==> config.mk <==
export PLATFORM = sky130hd
export DESIGN_NAME = xnor_popcount_acc_flat
export DESIGN_NICKNAME = d
export VERILOG_FILES = /design/src/rtl/xnor_pop_pkg.sv /design/src/rtl/xnor_popcount_acc_if.sv /design/src/rtl/xnor_popcount_lane.sv /design/src/rtl/xnor_popcount_acc.sv /design/src/flat_wrapper.sv
export SDC_FILE = /design/constraint.sdc
export NUM_CORES = 2
export LEC_CHECK = 0
export CORE_AREA = 2 2 553 555
export CTS_BUF_LIST = sky130_fd_sc_hd__clkbuf_16
export CTS_CLUSTER_DIAMETER = 150
export DETAILED_ROUTE_END_ITERATION = 10
export DIE_AREA = 0 0 555 557
export HOLD_SLACK_MARGIN = 0.08
export PLACE_DENSITY = 0.39
export SKIP_LAST_GASP = 1
export SLEW_MARGIN = 20
export SYNTH_ARGS = -nofsm -noshare
export SYNTH_HDL_FRONTEND = slang
export SYNTH_HIERARCHICAL = 1
export SYNTH_SLANG_ARGS = --single-unit
==> constraint.sdc <==
create_clock -name clk -period 11.4 [get_ports clk]
set_clock_uncertainty 0.15 [all_clocks]
set_input_delay 1.14 -clock clk [delete_from_list [all_inputs] [get_ports clk]]
set_output_delay 1.14 -clock clk [all_outputs]
set_load 0.02 [all_outputs]
==> src/rtl/xnor_pop_pkg.sv <==
// Shared types and width/saturation helpers for the XNOR-popcount accumulator.
package xnor_pop_pkg;

    typedef enum logic [1:0] {
        S_ACC   = 2'd0,
        S_DRAIN = 2'd1,
        S_DONE  = 2'd2
    } state_t;

    function automatic int pop_w(input int n);
        return $clog2(n) + 1;
    endfunction

    function automatic longint sat_umax(input int w);
        return (longint'(1) << w) - 1;
    endfunction

    function automatic longint sat_smax(input int w);
        return (longint'(1) << (w - 1)) - 1;
    endfunction

    function automatic longint sat_smin(input int w);
        return -(longint'(1) << (w - 1));
    endfunction

endpackage

==> src/rtl/xnor_popcount_acc_if.sv <==
// Beat-in / result-out bus of the XNOR-popcount accumulator.
interface xnor_popcount_acc_if #(
    parameter int N       = 256,
    parameter int CH      = 4,
    parameter int ACC_W   = 16,
    parameter int BEATS_W = 8
);
    logic                  in_valid;
    logic                  in_ready;
    logic [N-1:0]          in_x;
    logic [CH*N-1:0]       in_w;
    logic [CH*ACC_W-1:0]   in_thr;
    logic [BEATS_W-1:0]    cfg_beats;
    logic                  cfg_bipolar;
    logic                  out_valid;
    logic                  out_ready;
    logic [CH*ACC_W-1:0]   out_sum;
    logic [CH-1:0]         out_bits;

    modport master (
        output in_valid, in_x, in_w, in_thr, cfg_beats, cfg_bipolar, out_ready,
        input  in_ready, out_valid, out_sum, out_bits
    );

    modport slave (
        input  in_valid, in_x, in_w, in_thr, cfg_beats, cfg_bipolar, out_ready,
        output in_ready, out_valid, out_sum, out_bits
    );
endinterface

==> src/rtl/xnor_popcount_lane.sv <==
// One output channel: XNOR against the shared activation, popcount, map to the
// unipolar/bipolar term and register it (pipeline stage 1).
module xnor_popcount_lane
    import xnor_pop_pkg::*;
#(
    parameter int N  = 256,
    parameter int TW = pop_w(N) + 1
) (
    input  logic                 clk,
    input  logic                 rstn,
    input  logic                 i_clr,
    input  logic                 i_en,
    input  logic                 i_bipolar,
    input  logic [N-1:0]         i_x,
    input  logic [N-1:0]         i_w,
    output logic signed [TW-1:0] o_term
);
    localparam int PW = pop_w(N);

    logic [PW-1:0]         w_pop;
    logic signed [TW-1:0]  w_term;
    logic signed [TW-1:0]  r_term;

    // 2*pop-N needs one bit more than pop; computed in int then truncated
    always_comb begin
        w_pop = '0;
        for (int i = 0; i < N; i++) w_pop = w_pop + PW'(i_x[i] ~^ i_w[i]);
        w_term = i_bipolar ? TW'(2 * int'(w_pop) - N) : TW'(w_pop);
    end

    always_ff @(posedge clk) begin
        if (!rstn || i_clr) r_term <= '0;
        else if (i_en)      r_term <= w_term;
    end

    assign o_term = r_term;
endmodule

==> src/rtl/xnor_popcount_acc.sv <==
// Binary-NN neuron block: CH channels accumulate XNOR-popcount terms over a
// configurable number of beats, then present saturated sums and threshold bits.
module xnor_popcount_acc
    import xnor_pop_pkg::*;
#(
    parameter int N       = 256,
    parameter int CH      = 4,
    parameter int ACC_W   = 16,
    parameter int BEATS_W = 8
) (
    input logic               clk,
    input logic               rstn,
    xnor_popcount_acc_if.slave bus
);
    localparam int TW = pop_w(N) + 1;
    localparam int SW = ACC_W + 2;
    localparam logic signed [SW-1:0] UMAX = SW'(sat_umax(ACC_W));
    localparam logic signed [SW-1:0] SMAX = SW'(sat_smax(ACC_W));
    localparam logic signed [SW-1:0] SMIN = SW'(sat_smin(ACC_W));

    state_t                     r_state;
    logic [BEATS_W-1:0]         r_cnt, r_beats;
    logic                       r_bip, r_s1_vld, r_out_valid;
    logic [CH-1:0][ACC_W-1:0]   r_acc, r_thr, r_sum;
    logic [CH-1:0]              r_bits;

    logic [CH-1:0][TW-1:0]      w_term;
    logic [CH-1:0][ACC_W-1:0]   w_acc_nxt;
    logic [CH-1:0]              w_bits;
    logic [BEATS_W-1:0]         w_beats_in;
    logic                       w_first, w_last, w_bip_eff;
    logic                       w_in_ready, w_fire, w_out_fire;

    // Extend both operands two bits so the raw sum never wraps before clamping
    function automatic logic [ACC_W-1:0] sat_add(input logic [ACC_W-1:0] acc,
                                                 input logic [TW-1:0]    t,
                                                 input logic             bip);
        logic signed [SW-1:0] a, s;
        a = bip ? $signed({{2{acc[ACC_W-1]}}, acc}) : $signed({2'b00, acc});
        s = a + $signed({{(SW-TW){t[TW-1]}}, t});
        if (bip) begin
            if (s > SMAX)      s = SMAX;
            else if (s < SMIN) s = SMIN;
        end else if (s > UMAX) begin
            s = UMAX;
        end
        return s[ACC_W-1:0];
    endfunction

    assign w_beats_in = (bus.cfg_beats == '0) ? BEATS_W'(1) : bus.cfg_beats;
    assign w_first    = (r_cnt == '0);
    assign w_bip_eff  = w_first ? bus.cfg_bipolar : r_bip;
    assign w_last     = w_first ? (w_beats_in == BEATS_W'(1))
                                : (r_cnt == r_beats - BEATS_W'(1));
    assign w_in_ready = rstn && (r_state == S_ACC);
    assign w_fire     = bus.in_valid && w_in_ready;
    assign w_out_fire = r_out_valid && bus.out_ready;

    always_comb begin
        w_acc_nxt = '0;
        w_bits    = '0;
        for (int c = 0; c < CH; c++) begin
            w_acc_nxt[c] = sat_add(r_acc[c], w_term[c], r_bip);
            w_bits[c]    = r_bip ? ($signed(w_acc_nxt[c]) > $signed(r_thr[c]))
                                 : (w_acc_nxt[c] > r_thr[c]);
        end
    end

    for (genvar c = 0; c < CH; c++) begin : g_lane
        xnor_popcount_lane #(.N(N), .TW(TW)) u_lane (
            .clk       (clk),
            .rstn      (rstn),
            .i_clr     (w_out_fire),
            .i_en      (w_fire),
            .i_bipolar (w_bip_eff),
            .i_x       (bus.in_x),
            .i_w       (bus.in_w[c*N +: N]),
            .o_term    (w_term[c])
        );
    end

    always_ff @(posedge clk) begin
        if (!rstn) begin
            r_state     <= S_ACC;
            r_cnt       <= '0;
            r_beats     <= '0;
            r_bip       <= 1'b0;
            r_s1_vld    <= 1'b0;
            r_acc       <= '0;
            r_thr       <= '0;
            r_sum       <= '0;
            r_bits      <= '0;
            r_out_valid <= 1'b0;
        end else begin
            case (r_state)
                S_ACC: begin
                    r_s1_vld <= w_fire;
                    if (r_s1_vld) r_acc <= w_acc_nxt;
                    if (w_fire) begin
                        if (w_first) begin
                            r_beats <= w_beats_in;
                            r_bip   <= bus.cfg_bipolar;
                        end
                        if (w_last) begin
                            r_cnt   <= '0;
                            r_thr   <= bus.in_thr;
                            r_state <= S_DRAIN;
                        end else begin
                            r_cnt <= r_cnt + 1'b1;
                        end
                    end
                end
                // Last beat's term is still in stage 1; fold it in and publish
                S_DRAIN: begin
                    r_acc       <= w_acc_nxt;
                    r_sum       <= w_acc_nxt;
                    r_bits      <= w_bits;
                    r_s1_vld    <= 1'b0;
                    r_out_valid <= 1'b1;
                    r_state     <= S_DONE;
                end
                S_DONE: begin
                    if (bus.out_ready) begin
                        r_acc       <= '0;
                        r_out_valid <= 1'b0;
                        r_state     <= S_ACC;
                    end
                end
                default: r_state <= S_ACC;
            endcase
        end
    end

    assign bus.in_ready  = w_in_ready;
    assign bus.out_valid = r_out_valid;
    assign bus.out_sum   = r_sum;
    assign bus.out_bits  = r_bits;
endmodule

==> src/flat_wrapper.sv <==
// flat-port wrapper written by rule: the top's interface ports become plain ports
module xnor_popcount_acc_flat import xnor_pop_pkg::*;
#(
    parameter int N       = 256,
    parameter int CH      = 4,
    parameter int ACC_W   = 16,
    parameter int BEATS_W = 8
)
  (clk, rstn, bus_in_valid, bus_in_x, bus_in_w, bus_in_thr, bus_cfg_beats, bus_cfg_bipolar, bus_out_ready, bus_in_ready, bus_out_valid, bus_out_sum, bus_out_bits);
  xnor_popcount_acc_if #(.N(N), .CH(CH), .ACC_W(ACC_W), .BEATS_W(BEATS_W)) bus_i ();
  input logic clk;
  input logic rstn;
  input wire logic [$bits(bus_i.in_valid)-1:0] bus_in_valid;
  input wire logic [$bits(bus_i.in_x)-1:0] bus_in_x;
  input wire logic [$bits(bus_i.in_w)-1:0] bus_in_w;
  input wire logic [$bits(bus_i.in_thr)-1:0] bus_in_thr;
  input wire logic [$bits(bus_i.cfg_beats)-1:0] bus_cfg_beats;
  input wire logic [$bits(bus_i.cfg_bipolar)-1:0] bus_cfg_bipolar;
  input wire logic [$bits(bus_i.out_ready)-1:0] bus_out_ready;
  output wire logic [$bits(bus_i.in_ready)-1:0] bus_in_ready;
  output wire logic [$bits(bus_i.out_valid)-1:0] bus_out_valid;
  output wire logic [$bits(bus_i.out_sum)-1:0] bus_out_sum;
  output wire logic [$bits(bus_i.out_bits)-1:0] bus_out_bits;
  assign bus_i.in_valid = bus_in_valid;
  assign bus_i.in_x = bus_in_x;
  assign bus_i.in_w = bus_in_w;
  assign bus_i.in_thr = bus_in_thr;
  assign bus_i.cfg_beats = bus_cfg_beats;
  assign bus_i.cfg_bipolar = bus_cfg_bipolar;
  assign bus_i.out_ready = bus_out_ready;
  assign bus_in_ready = bus_i.in_ready;
  assign bus_out_valid = bus_i.out_valid;
  assign bus_out_sum = bus_i.out_sum;
  assign bus_out_bits = bus_i.out_bits;
  xnor_popcount_acc #(.N(N), .CH(CH), .ACC_W(ACC_W), .BEATS_W(BEATS_W)) u_core (.clk(clk), .rstn(rstn), .bus(bus_i));
endmodule
**After elaboration in Yosys (flattened, before gate mapping)**

Index checks and enable logic that the tools add are counted.

- Register bits: 257
- Output and inout bits: 70
- Logic and storage cells: 2164

- $add $sub $neg: 1030
- $lt $le $gt $ge: 20
- Equality and inequality tests: 8
- Mux-type cells: 42
- Bitwise gates (word level): 1024
- Reduce and logical (&&, ||, !) cells: 17

Operators by type and width:

| kind | count |
|---|---|
| bitwise XNOR 1 x 1 -> 9 bit | 1024 |
| adder 9 bit | 1020 |
| two-way mux 16 bit | 16 |
| case mux 64 bit (3 select lines) | 1 |
| greater-than comparator 16 bit | 8 |
| two-way mux 64 bit | 2 |
| adder 18 x 10 -> 18 bit | 4 |
| greater-than comparator 18 x 16 -> 1 bit (second input constant) | 4 |
| greater-than comparator 18 x 17 -> 1 bit (second input constant) | 4 |
| < comparator 18 x 16 -> 1 bit (second input constant) | 4 |
| two-way mux 18 bit | 4 |
| two-way mux 10 bit | 4 |
| subtractor 10 x 9 -> 10 bit (second input constant) | 4 |
| logical NOT 8 bit | 2 |
| two-way mux 8 bit | 2 |
| AND reduction 3 bit | 4 |
| adder 8 x 1 -> 8 bit (second input constant) | 1 |
| == test 8 x 1 -> 1 bit (second input constant) | 1 |
| == test 8 bit | 1 |
| subtractor 8 x 1 -> 8 bit (second input constant) | 1 |
| two-way mux 1 bit | 7 |
| two-way mux 2 bit | 3 |
| case mux 2 bit (3 select lines) | 1 |
| != test 2 x 1 -> 1 bit (second input constant) | 2 |
| other kinds (11) | 17 |

**Depth between registers and ports, before layout**

- Depth in word-level cells: 258
- Depth in mapped cells: 30
- Gate-level depth less buffers: 30

**By module**

Netlist, hierarchy kept.

By module, submodules not included:

| module | times used | cells an instance | area each (µm²) | sequential area each (µm²) |
|---|---|---|---|---|
| xnor_popcount_lane at u_core.g_lane[2].u_lane ... | 2 | 857 | 9116.2 | 200.2 |
| xnor_popcount_acc | 1 | 1601 | 13594.3 | 4344.2 |
| xnor_popcount_lane at u_core.g_lane[1].u_lane | 1 | 843 | 9112.5 | 200.2 |
| xnor_popcount_lane at u_core.g_lane[0].u_lane | 1 | 850 | 9082.5 | 200.2 |

**Worst setup path before layout**

No wires, ideal clock.

- Path type: input to register
- From: input port bus_in_w[417]
- To: register u_core.g_lane[1].u_lane.r_term[8]
- Setup time: 79 ps
- Data arrival time: 8949 ps
- Data required time: 11171 ps
- Setup slack: 2222 ps
- Stages on the path: 28
- Cell sequence: xor2_1 fa_1 inv_1 fa_1 inv_1 fa_1 inv_1 fa_1 inv_1 fa_1 inv_1 fa_1 inv_1 fa_1 fa_1 inv_1 fa_1 fa_1 inv_1 fa_1 inv_1 ha_1 a211oi_2 o21ai_2 and4_4 or3_4 mux2_4 a211oi_2

- Word-level cells in the longest chain between the ends: 98

RTL lines:

| item | line | RTL |
|---|---|---|
| start: declaration | flat_wrapper.sv:15 | `input wire logic [$bits(bus_i.in_w)-1:0] bus_in_w;` |
| bitwise XNOR 1 x 1 -> 9 bit (*) | xnor_popcount_lane.sv:27 | `for (int i = 0; i < N; i++) w_pop = w_pop + PW'(i_x[i] ~^ i_w[i]);` |
| adder 9 bit (*) (95 in series) | xnor_popcount_lane.sv:27 |  |
| subtractor 10 x 9 -> 10 bit | xnor_popcount_lane.sv:28 | `w_term = i_bipolar ? TW'(2 * int'(w_pop) - N) : TW'(w_pop);` |
| two-way mux 10 bit (*) | xnor_popcount_lane.sv:28 |  |
| end signal: assignment | xnor_popcount_lane.sv:33 | `else if (i_en) r_term <= w_term;` |
| end: declaration | xnor_popcount_lane.sv:22 | `logic signed [TW-1:0] r_term;` |

Every way passes the cells marked *; elsewhere a longest branch is shown, timed or not.
A chain may end at the register's enable or synchronous reset.

**Final worst setup path**

- From: input port bus_in_x[99]
- To: register u_core.g_lane[2].u_lane.r_term[6]

- Word-level cells in the longest chain between the ends: 160

RTL lines:

| item | line | RTL |
|---|---|---|
| start: declaration | flat_wrapper.sv:14 | `input wire logic [$bits(bus_i.in_x)-1:0] bus_in_x;` |
| bitwise XNOR 1 x 1 -> 9 bit (*) | xnor_popcount_lane.sv:27 |  |
| adder 9 bit (*) (157 in series) | xnor_popcount_lane.sv:27 |  |
| subtractor 10 x 9 -> 10 bit | xnor_popcount_lane.sv:28 |  |
| two-way mux 10 bit (*) | xnor_popcount_lane.sv:28 |  |
| end signal: assignment | xnor_popcount_lane.sv:33 |  |
| end: declaration | xnor_popcount_lane.sv:22 |  |

Marked as above.

==> flow_metrics.env <==
export IMPL_status="finished, final reports clean"
export IMPL_clkSinkCount=257
export IMPL_netlist_instances=5008
export IMPL_required_ps=11700
export IMPL_num_rows=203
export IMPL_core_area_um2=304000
export IMPL_grt_most_used_layer="met2"
export IMPL_critPathCaptureType="flip-flop"
export IMPL_grt_max_degree=84
export IMPL_dpl_hpwl_um=295000
export IMPL_critPathSlowestCell="fa_1"
export IMPL_io_pins=1427
export IMPL_cts_made_buffers=36
export IMPL_syn_to_final_growth_pct=40.96
export IMPL_grt_pass1_vias=45270
export IMPL_antenna_found_initial=196
export IMPL_cp_common_cell="fa_1"
export IMPL_ys_async_sr_fraction_pct=0
export IMPL_fp_dieW_um=555
export IMPL_routed_via_density=3.910
export IMPL_synth_edf_count=0
export IMPL_hold_viol=0
export IMPL_dr_total_vias=41020
export IMPL_post_cts_setup_buffers=0
export IMPL_cp_start_kind="primary input"
export IMPL_ys_types=89
export IMPL_final_cell_mix="clkdlybuf4s50_1 (1426), inv_1 (1056), fa_1 (972), xnor2_1 (620), xor2_1 (477)"
export IMPL_max_stage_delay_ps=830
export IMPL_ant_nets=0
export IMPL_die_area_um2=309100
export IMPL_gr_total_overflow=0
export IMPL_clkSlewWorstSetupHoldPaths_ps=60
export IMPL_cts_tree="built"
export IMPL_port_buffers=1426
export IMPL_syn_cell_area_um2=50020
export IMPL_crit_fanout=4
export IMPL_drive_gt1_share_pct=2.108
export IMPL_max_freq_ghz=0.09931
export IMPL_timing_rr_end="u_core/bus.out_bits[3]"
export IMPL_rrSetupSlack_ps=5780
export IMPL_die_h_um=557
export IMPL_clock_path_buffers=3
export IMPL_critPathKind="in -> reg"
export IMPL_synth_warnings=6
export IMPL_tightest_slew_ps=1067
export IMPL_ys_seq_area_share_pct=10.29
export IMPL_rsz0062_at_grt="no"
export IMPL_use_met2_pct=34.75
export IMPL_cts_resized=0
export IMPL_grt_total_usage_pct=19.81
export IMPL_final_common_cell="clkdlybuf4s50_1"
export IMPL_drt_initial_drc_count=2380
export IMPL_first_pass_iters=5
export IMPL_hold_class="reg -> reg"
export IMPL_period_minus_slack_ps=10070
export IMPL_maxCapViolations=0
export IMPL_postCtsHoldBufs=0
export IMPL_fin_crit_sh_pct=88.33
export IMPL_r2r_start="u_core/g_lane[3].u_lane/o_term[9]"
export IMPL_min_path_cells=2
export IMPL_use_met1_pct=24.62
export IMPL_final_nets=9047
export IMPL_grt_pass1_wl_um=409200
export IMPL_detail_route_wl_per_cell_um=29.98
export IMPL_setup_tns_ps=0
export IMPL_gr_usage_met3_pct=4.420
export IMPL_cp_arrival_ps=10360
export IMPL_maxSlewHeadroom_pct=28.80
export IMPL_routed_wl_um=314500
export IMPL_min_to="u_core/bus.out_sum[32]"
export IMPL_setup_viol=0
export IMPL_routabilityCongestion=0.9317
export IMPL_cts_max_level=2
export IMPL_rr_worst_depth=17
export IMPL_clock_latency_ps=560
export IMPL_ys_seq_elements=257
export IMPL_drc=0
export IMPL_syn_num_nets=7626
export IMPL_finalMaxSlewViolations=0
export IMPL_synthFlopType="dfxtp_1"
export IMPL_synth_avg_cell_area_um2=9.988
export IMPL_initial_utilization_pct=16.45
export IMPL_min_from="u_core/bus.out_sum[32]"
export IMPL_cts_root_buf="clkbuf_16"
## routing by layer
layer	up-vias	part of all wire, %	routed length, um
li1	18400	-	-
met1	20770	42	131600
met2	1396	50	155700
met3	360	6.1	19100
met4	92	2.4	7552
met5	-	0.18	565
## sequential cells by signal, summed over array words and instances, names as in the netlist
| name | flops |
|---|---|
| u_core/bus.out_bits | 4 |
| u_core/bus.out_sum | 64 |
| u_core/bus.out_valid | 1 |
| u_core/g_lane.u_lane/o_term | 40 |
| u_core/r_acc | 64 |
| u_core/r_beats | 8 |
| u_core/r_bip | 1 |
| u_core/r_cnt | 8 |
| u_core/r_s1_vld | 1 |
| u_core/r_state | 2 |
| u_core/r_thr | 64 |
## cell type report
cell class	instances	area (um^2)
fill	32950	233500
sequential	257	5146
timing repair buffer	1464	14560
tap	3997	5001
clock buffer	36	900.9
inverter	1054	3958
multi-input combinational	3616	40560
clock inverter	24	272.8
antenna	43	107.6
## cell usage after synthesis (7+ instances only)
cell type  instances  area [um^2]
nor2_1           186        698.2
nand3_1           37        185.2
fa_1             972        19460
nor2b_1           27        168.9
and2_1            29        181.4
nor3_1            21        105.1
buf_2              8        40.04
nand2b_1          43        269.0
a211oi_1          30        225.2
o211ai_1          15        112.6
and3_1            10        62.56
dfxtp_1          257         5145
or2_2              8        50.05
a21o_1            52        390.4
clkbuf_1          56        210.2
mux2i_1           86        860.8
or3_1             11        68.82
xnor2_1          620         5430
o21a_1            25        187.7
a22o_1            51        446.7
a31oi_1           14        87.58
ha_1             289         3616
nand4_1           22        137.6
o21ai_1           17        85.08
a21boi_0           8        60.06
inv_1           1051         3945
nand2_1          103        386.6
a32o_1            28        280.3
nand3b_1          14        105.1
o21bai_1           8        60.06
a2111o_1           7        78.83
xor2_1           477         4178
nor4_1             8        50.05
a21oi_1          146        730.7
a311oi_1           8        70.07
o21ai_0          131        655.6
## worst max-delay path by stage
stage / startpoint / endpoint / slack (ps)
after floorplan: bus_in_w[417] / u_core/g_lane[1].u_lane/o_term[8] / 2220
after global placement: bus_in_x[139] / u_core/g_lane[1].u_lane/o_term[8] / 740
after detailed placement: bus_in_x[93] / u_core/g_lane[2].u_lane/o_term[6] / 750
after CTS: bus_in_x[93] / u_core/g_lane[2].u_lane/o_term[6] / 1320
after global routing: bus_in_x[99] / u_core/g_lane[2].u_lane/o_term[5] / 1000
final: bus_in_x[99] / u_core/g_lane[2].u_lane/o_term[6] / 1330
## critical path: cells and delay by family
kind	cells	cell delay [ps]
AND/OR/NAND/NOR	1	160
XOR/XNOR	2	340
buffers and inverters	8	1260
AO/OA/AOI/OAI	3	640
adder cells (fa/ha/maj)	13	6810
## cell families after synthesis
logic type / synth area share [%]
adder cells (fa/ha/maj): 46.13
buffers and inverters: 8.702
XOR/XNOR: 19.21
AO/OA/AOI/OAI: 8.627
AND/OR/NAND/NOR: 5.275
flip-flops: 10.29
multiplexers: 1.773
## stage by stage
step / cells / hold WS [ps] / area (um^2) / setup slack, ps / utilization, %
CTS: 10450 / 311.2 / 70400 / 1325 / 23.16
floorplan: 5008 / 281.5 / 50020 / 2222 / -
finish: 10490 / 308.1 / 70510 / 1331 / 23.19
global placement: 10390 / 293.6 / 69230 / 740.6 / 22.77
detailed placement: 10390 / 303.6 / 69230 / 751.3 / 22.77
global route: 10470 / 336.0 / 70460 / 999.0 / 23.18
Power is not shown: default switching activity piles up to over one toggle a cycle in this logic, so the estimate is an artifact.
